File: config.mk
export PLATFORM = sky130hd
export DESIGN_NAME = camera_capture
export DESIGN_NICKNAME = d
export VERILOG_FILES = /design/src/rtl/camera_pkg.sv /design/src/rtl/pixel_pack.sv /design/src/rtl/camera_capture.sv
export SDC_FILE = /design/constraint.sdc
export NUM_CORES = 1
export LEC_CHECK = 0
export ABC_AREA = 1
export CORE_ASPECT_RATIO = 1.4
export CORE_MARGIN = 4
export CORE_UTILIZATION = 49
export DETAILED_ROUTE_END_ITERATION = 6
export PLACE_DENSITY = 0.75
export SETUP_SLACK_MARGIN = 0.02
export SKIP_CTS_REPAIR_TIMING = 1
export SYNTH_ARGS = -nofsm -noshare
export SYNTH_HDL_FRONTEND = slang
export SYNTH_SLANG_ARGS = --single-unit
File: constraint.sdc
create_clock -name clk -period 1.5 [get_ports clk]
set_clock_uncertainty 0.2 [all_clocks]
set_input_delay 0.375 -clock clk [delete_from_list [all_inputs] [get_ports clk]]
set_output_delay 0.375 -clock clk [all_outputs]
set_load 0.01 [all_outputs]
File: src/rtl/camera_pkg.sv
// Shared types and geometry for the camera capture front end.
// Address packing matches the VGA read side: {x[7:0], y[6:0]}.
package camera_pkg;

  typedef enum logic [1:0] {
    SYNC,
    VBLANK,
    ACTIVE
  } state_t;

  localparam int unsigned SRC_WIDTH_DFLT  = 640;
  localparam int unsigned SRC_HEIGHT_DFLT = 480;
  localparam int unsigned DST_WIDTH       = 160;
  localparam int unsigned DST_HEIGHT      = 120;

  localparam int unsigned X_W    = 8;
  localparam int unsigned Y_W    = 7;
  localparam int unsigned ADDR_W = X_W + Y_W;
  localparam int unsigned COL_W  = 10;
  localparam int unsigned ROW_W  = 9;

endpackage

File: src/rtl/pixel_pack.sv
// Pairs camera bytes into 16-bit RGB565 pixels; first byte of a pair lands in [15:8].
// o_valid is combinational and marks the cycle in which the second byte is on i_data.
module pixel_pack (
  input  logic        clk,
  input  logic        reset_b,
  input  logic        i_href,
  input  logic        i_href_rise,
  input  logic [7:0]  i_data,
  output logic        o_valid,
  output logic [15:0] o_pixel
);

  logic       r_phase;
  logic [7:0] r_hi;

  // A line start forces phase 0 so a stray odd byte from the previous line cannot misalign pairs.
  always_ff @(posedge clk or negedge reset_b) begin
    if (!reset_b) begin
      r_phase <= 1'b0;
      r_hi    <= 8'd0;
    end else if (i_href) begin
      if (i_href_rise || !r_phase) begin
        r_hi    <= i_data;
        r_phase <= 1'b1;
      end else begin
        r_phase <= 1'b0;
      end
    end
  end

  assign o_valid = i_href & r_phase & ~i_href_rise;
  assign o_pixel = {r_hi, i_data};

endmodule

File: src/rtl/camera_capture.sv
// Camera capture front end: frame sync FSM, source counters, 4x4 decimation and
// registered RAM write port (wren/pixel/wraddr) plus an end-of-frame pulse.
module camera_capture
  import camera_pkg::*;
#(
  parameter int unsigned SRC_WIDTH  = SRC_WIDTH_DFLT,
  parameter int unsigned SRC_HEIGHT = SRC_HEIGHT_DFLT,
  parameter int unsigned DECIM_LOG2 = 2
) (
  input  logic              clk,
  input  logic              reset_b,
  input  logic              href,
  input  logic              vref,
  input  logic [7:0]        digital,
  output logic [15:0]       pixel,
  output logic [ADDR_W-1:0] wraddr,
  output logic              wren,
  output logic              frame_done
);

  localparam logic [COL_W-1:0] ColMax  = COL_W'(SRC_WIDTH);
  localparam logic [ROW_W-1:0] RowMax  = ROW_W'(SRC_HEIGHT);
  localparam logic [COL_W-1:0] ColMask = COL_W'((1 << DECIM_LOG2) - 1);
  localparam logic [ROW_W-1:0] RowMask = ROW_W'((1 << DECIM_LOG2) - 1);

  state_t            r_state, w_state_next;
  logic              r_href, r_vref;
  logic [COL_W-1:0]  r_scol;
  logic [ROW_W-1:0]  r_srow;
  logic              r_wren, r_frame_done;
  logic [15:0]       r_pixel;
  logic [ADDR_W-1:0] r_wraddr;

  logic              w_href_rise, w_href_fall, w_vref_rise, w_vref_fall;
  logic              w_active, w_pix_valid, w_keep;
  logic [15:0]       w_pix;

  assign w_href_rise = href & ~r_href;
  assign w_href_fall = ~href & r_href;
  assign w_vref_rise = vref & ~r_vref;
  assign w_vref_fall = ~vref & r_vref;
  assign w_active    = (r_state == ACTIVE);

  pixel_pack u_pixel_pack (
    .clk         (clk),
    .reset_b     (reset_b),
    .i_href      (href),
    .i_href_rise (w_href_rise),
    .i_data      (digital),
    .o_valid     (w_pix_valid),
    .o_pixel     (w_pix)
  );

  always_comb begin
    w_state_next = r_state;
    unique case (r_state)
      SYNC:    if (vref)        w_state_next = VBLANK;
      VBLANK:  if (w_vref_fall) w_state_next = ACTIVE;
      ACTIVE:  if (w_vref_rise) w_state_next = VBLANK;
      default:                  w_state_next = SYNC;
    endcase
  end

  // A vref rise in the same cycle as a completed pixel aborts that pixel.
  assign w_keep = w_active & ~w_vref_rise & w_pix_valid &
                  ((r_scol & ColMask) == '0) & ((r_srow & RowMask) == '0) &
                  (r_scol < ColMax) & (r_srow < RowMax);

  always_ff @(posedge clk or negedge reset_b) begin
    if (!reset_b) begin
      r_state <= SYNC;
      r_href  <= 1'b0;
      r_vref  <= 1'b0;
    end else begin
      r_state <= w_state_next;
      r_href  <= href;
      r_vref  <= vref;
    end
  end

  // Counters saturate at the frame limits so oversized lines/frames never wrap into range.
  always_ff @(posedge clk or negedge reset_b) begin
    if (!reset_b) begin
      r_scol <= '0;
      r_srow <= '0;
    end else if (!w_active || w_vref_rise) begin
      r_scol <= '0;
      r_srow <= '0;
    end else begin
      if (w_href_rise) begin
        r_scol <= '0;
      end else if (w_pix_valid && r_scol != ColMax) begin
        r_scol <= r_scol + COL_W'(1);
      end
      if (w_href_fall && r_srow != RowMax) begin
        r_srow <= r_srow + ROW_W'(1);
      end
    end
  end

  always_ff @(posedge clk or negedge reset_b) begin
    if (!reset_b) begin
      r_wren       <= 1'b0;
      r_frame_done <= 1'b0;
      r_pixel      <= 16'd0;
      r_wraddr     <= '0;
    end else begin
      r_wren       <= w_keep;
      r_frame_done <= w_active & w_vref_rise & (r_srow >= RowMax);
      if (w_keep) begin
        r_pixel  <= w_pix;
        r_wraddr <= {r_scol[DECIM_LOG2 +: X_W], r_srow[DECIM_LOG2 +: Y_W]};
      end
    end
  end

  assign pixel      = r_pixel;
  assign wraddr     = r_wraddr;
  assign wren       = r_wren;
  assign frame_done = r_frame_done;

endmodule

* Word-level counts from Yosys, hierarchy flattened *
Cells that the tools add are included.

storage, ports and cells
  register bits = 65
  memories kept = 0
  bits in read-only memories = 0
  output and inout bits = 33
  bits of input ports = 12
  bits in writable memories = 0
  logic and storage cells = 66
  bits in latches = 0

cells by class
  divide/modulo/power cells = 0
  magnitude comparators = 3
  bitwise logic cells = 20
  reductions and logical operators = 13
  shift operators = 0
  $mul = 0
  multiplexer cells = 10
  add/sub/neg operators = 2
  equal/unequal tests = 7

operators by type and width
  kind                   number
  $mux 10                3
  $mux 9                 2
  $and 1x1->1            14
  $add 10x1->10 const B  1
  $logic_not 10->1       1
  $lt 10x10->1 const B   1
  $ne 10x10->1 const B   1
  $add 9x1->9 const B    1
  $ge 9x9->1 const B     1
  $logic_not 9->1        1
  $lt 9x9->1 const B     1
  $ne 9x9->1 const B     1
  $mux 2                 3
  $ne 2x2->1 const B     3
  $not 1->1              6
  $pmux 2 s3             1
  $reduce_and 3->1       1
  $reduce_bool 3->1      1
  $eq 2x1->1 const B     1
  $eq 2x2->1 const B     1
  $logic_and 1x1->1      2
  $logic_not 1->1        2
  $logic_not 2->1        1
  $logic_or 1x1->1       2
  other kinds (3)        3

* Logic depth before layout (Yosys ltp) *
  depth in word-level cells = 9
  gate-level depth with buffers = 10
  depth with buffers taken out = 10

* Hierarchy *
A second synthesis with hierarchy kept.

second synthesis, totals
  cells, all modules = 359
  area, all modules = 3126.7 sq um

modules (own cells, without submodules)
  module          seq. area each (sq um)  cells each  area an instance (sq um)  instances
  camera_capture  1401.3                  310         2691.3                    1
  pixel_pack      225.2                   49          435.4                     1

* Worst setup path before layout *
No wires, ideal clock.

  path type = flip-flop to flip-flop
  start = register r_scol[0]
  end = register r_wraddr[6] (netlist: wraddr[6])
  arrival = 1288 ps
  period minus slack after synthesis = 1609 ps
  stages on the path, launching flop included = 9
  data required time = 1179 ps
  buffers on the path = 1
  library setup time = 121 ps
  slack = -109 ps
  path through = dfrtp_1 > inv_1 > ha_1 > nand2_1 > nor2_1 > nand3_4 > buf_6 > nand2_1 > o21ai_2

between the ends
  word-level cells in the longest chain between the ends = 5
  elaborated cells on any way between the ends = 6
  classes of those cells = order compare (1); bitwise (4); reduce/logical (1)

RTL lines
  element                                               RTL line               RTL
  start, declared                                       camera_capture.sv:28   logic [COL_W-1:0] r_scol;
  start signal, assigned                                camera_capture.sv:93   r_scol <= r_scol + COL_W'(1);
  branches (longest 3 deep; another with $lt 10x10->1)  -
  $and 1x1->1 *                                         camera_capture.sv:66   ((r_scol & ColMask) == '0) & ((r_srow & RowMask) == '0) &
  $and 1x1->1 *                                         camera_capture.sv:67   (r_scol < ColMax) & (r_srow < RowMax);
  end signal, assigned                                  camera_capture.sv:112  r_wraddr <= {r_scol[DECIM_LOG2 +: X_W], r_srow[DECIM_LOG2 +: Y_W]};
  end, declared                                         camera_capture.sv:32   logic [ADDR_W-1:0] r_wraddr;

Mark *: on every way between the ends.
A chain may end at the register's enable or synchronous reset.

* Worst setup path after layout *
  start = register r_srow[1]
  end = register r_srow[4]

between the ends
  word-level cells in the longest chain between the ends = 3
  elaborated cells on any way between the ends = 6
  classes of those cells = add/sub (1); eq/ne (1); mux (2); reduce/logical (2)

RTL lines
  element                                      RTL line                                    RTL
  start, declared                              camera_capture.sv:29                        logic [ROW_W-1:0] r_srow;
  start signal, assigned                       camera_capture.sv:96                        r_srow <= r_srow + ROW_W'(1);
  $add 9x1->9 or $ne 9x9->1 (tied branches)    camera_capture.sv:96, camera_capture.sv:95
  $mux 9 or $logic_and 1x1->1 (tied branches)  camera_capture.sv:95                        if (w_href_fall && r_srow != RowMax) begin
  $mux 9 or $reduce_bool 2->1 (tied branches)  -

Several ways; a longest one is shown, not always the timed one. The select of a mux whose other input is x is not followed.

==> qor.csv <==
stage,metric,value,unit
layout,antenna_cells,0,
layout,layout-drive-gt1-share,43.0,%
worst_hold_path,hold_path_startpoint,href,
logic_synthesis,seq_area_frac_synth,52.0,%
placement,portBuffers,44,
sta,fin_tns_setup,-5.69,ns
critical_path,max_stage_delay,0.37,ns
placement,gp_congestion,0.889,
sta,rsz0062_at_grt,yes,
worst_hold_path,min_path_type,in -> reg,
critical_path,crit_type,reg -> reg,
critical_path,required,1.54,ns
global_routing,use_met3,4.59,%
critical_path,cp-end-kind,flip-flop,
die,die_w,75.5,µm
clock_network,clockBufferDepth,2,
routing,drt-initial-drc-count,202,
worst_hold_path,worstHoldEndpoint,r_href,
die,core_area,6210,µm²
pwr,peakVddDrop,0.670,mV
critical_path,crit_path_max_fanout,3,
clock_network,cts_tree,yes,
outcome,violations,setup timing,
flow_run,maxCapViolCount,0,
clock_network,clk_latency,0.35,ns
sta,maxSlewHeadroom,78.5,%
critical_path,r2r_start,r_srow[1],
logic_synthesis,netlist_area,3130,µm²
sta,maxSlewViolCount,0,
layout,finalCoreUtilization,72.5,%
logic_synthesis,synthCells,375,
logic_synthesis,avgSynthCellArea,8.34,µm²
sta,whs,0.0308,ns
critical_path,slowest_stage,dfrtp_1,
critical_path,critPathBufInv,2,
clock_network,htree_levels,3,
global_routing,grtUsageTotal,20.5,%
critical_path,cp_cell_sequence,buf_4 -> ha_2 -> nand2_1 -> nor2_1 -> buf_4 -> xor2_1 -> nor2_1 -> nand2_2 -> nand2_1,
global_routing,antenna_found_initial,0,
critical_path,worstReg2RegEnd,r_srow[4],
routing,drc,0,
critical_path,cp-start-kind,flip-flop,
sta,timing.final.crit_share,113,%
global_routing,grt_pass1_vias,2654,
global_routing,use_met1,24.7,%
layout,final_common_cell,nand2_1,
logic_synthesis,synth_edf_count,0,
logic_synthesis,async_flop_share,100,%
logic_synthesis,synth_flop_cell,dfrtp_1,
global_routing,use_met2,33.8,%
global_routing,top_usage_layer,met2,
routing,dr.pass1.iters,5,
die,rows,34,
die,initial_core_util,50.4,%
clock_network,clock_sinks,65,
routing,ant_nets,0,
critical_path,r2r_slack,-0.19,ns
sta,worst_slack,-0.193,ns
die,pin_count,45,
routing,wirelength,8650,µm
clock_network,root_buffer,clkbuf_8,
logic_synthesis,ys_warn_count,0,
global_routing,overflow,0,
layout,final_nets,504,
outcome,status,"complete, but fails checks",
layout,synthToLayoutAreaGrowth,43.9,%
critical_path,reg2reg_depth,9,
sta,max_freq,591,MHz
sta,period_minus_slack,1.69,ns
global_routing,grt_pass1_wl,12000,µm
routing,wl_per_cell,15.3,µm
sta,tightest_slew,0.322,ns
logic_synthesis,syn_nets,391,
sta,setup_viol,51,
routing,viasPerCell,5.23,
critical_path,worstPathArrival,1.73,ns
die,die_y,103,µm
critical_path,crit_family,simple AND/OR/NAND/NOR gates,
global_routing,grt_max_degree,32,
pwr,cellLeakagePower,2.31,nW
clock_network,cts_made_buffers,9,
placement,dp_hpwl,5290,µm
sta,hold_violations,0,
routing,vias,2957,
worst_hold_path,hold-path-cell-count,1,
logic_synthesis,ys_ff_latch,65,
logic_synthesis,yosys.cell_types.count,26,
layout,layout_common_cells,"96 x nand2_1, 65 x dfrtp_1, 57 x buf_4",
die,die_area,7750,µm²
pwr,p_per_area,1090,nW/µm²
clock_network,path_clk_slew,0.07,ns
worst register-to-register path: cells and delay by family (launching register included):
family        cells  cell delay, ns
fa+ha+maj         1            0.17
simple gates      5            0.41
buf+inv           2            0.29
xor+xnor          1            0.15
flops             1            0.37
synth_stat cells (2+ instances only):
| library cell | number | share of area [%] |
|---|---|---|
| nand2_1 | 132 | 16 |
| dfrtp_1 | 65 | 52 |
| inv_1 | 38 | 4.6 |
| nor2_1 | 29 | 3.5 |
| nand3_1 | 27 | 4.3 |
| o21ai_2 | 22 | 6.2 |
| o21ai_0 | 16 | 2.6 |
| a21oi_1 | 5 | 0.80 |
| buf_6 | 5 | 1.8 |
| nand4_1 | 5 | 1.0 |
| ha_1 | 4 | 1.6 |
| inv_2 | 4 | 0.48 |
| nor2_2 | 4 | 0.80 |
| buf_2 | 3 | 0.48 |
| xor2_1 | 3 | 0.84 |
| clkbuf_1 | 2 | 0.24 |
| nor3b_1 | 2 | 0.48 |
metrics by stage:
stage | instances | instance area [µm²] | setup WS [ns] | power [W]
CTS | 548 | 4290 | -0.366 | 0.00487
finish | 565 | 4500 | -0.193 | 0.00491
detailed placement | 532 | 4070 | -0.455 | 0.00317
global placement | 532 | 4070 | -0.425 | 0.00314
global route | 565 | 4500 | -0.281 | 0.00516
floorplan | 375 | 3170 | -0.0138 | 0.00258
power breakdown:
part / leakage (nW) / switching, W / total (W) / internal, W
Sequential: 0.873 / 0.000130 / 0.00211 / 0.00198
Clock: 0.113 / 0.000706 / 0.00169 / 0.000986
Combinational: 1.32 / 0.000612 / 0.00111 / 0.000500
metal layers:
layer,vias up,share of wire (%)
met5,-,0
met4,0,4.0
met3,31,5.9
met2,134,52
met1,1382,38
li1,1410,-
cell type report:
type | instances | area [µm²]
Multi-Input combinational cell | 259 | 1530
Fill cell | 456 | 1710
Timing Repair Buffer | 111 | 865
Clock inverter | 6 | 90.1
Inverter | 42 | 165
Clock buffer | 10 | 138
Sequential cell | 65 | 1630
Tap cell | 72 | 90.1
kinds of logic (layout without fill, tap and decap cells):
logic type                 after synthesis  after routing  synth area share (%)
AOI/OAI and AO/OA                       45             45                  9.92
adders and majority gates                4              4                  1.60
xor gates and xnor gates                 3              3                 0.840
buffers and inverters                   52            169                  7.56
and+or+nand+nor                        206            207                  28.1
DFF                                     65             65                  52.0
worst max path at each step:
stage	start	slack, ns	to	cells past startpoint
5_1_grt	r_srow[1]	-0.28	r_srow[4]	9
3_3_place_gp	vref	-0.43	r_srow[4]	8
4_1_cts	pixel[4]	-0.37	pixel[4]	1
3_5_place_dp	vref	-0.45	wraddr[13]	8
2_1_floorplan	r_srow[0]	-0.01	wraddr[6]	8
6_report	r_srow[1]	-0.19	r_srow[4]	9
flip-flops by register name (all words and copies together) (netlist names):
| name | flops |
|---|---|
| frame_done | 1 |
| pixel | 16 |
| r_href | 1 |
| r_scol | 10 |
| r_srow | 9 |
| r_state | 2 |
| r_vref | 1 |
| u_pixel_pack.r_hi | 8 |
| u_pixel_pack.r_phase | 1 |
| wraddr | 15 |
| wren | 1 |
Power figures use the tool's default switching activity.
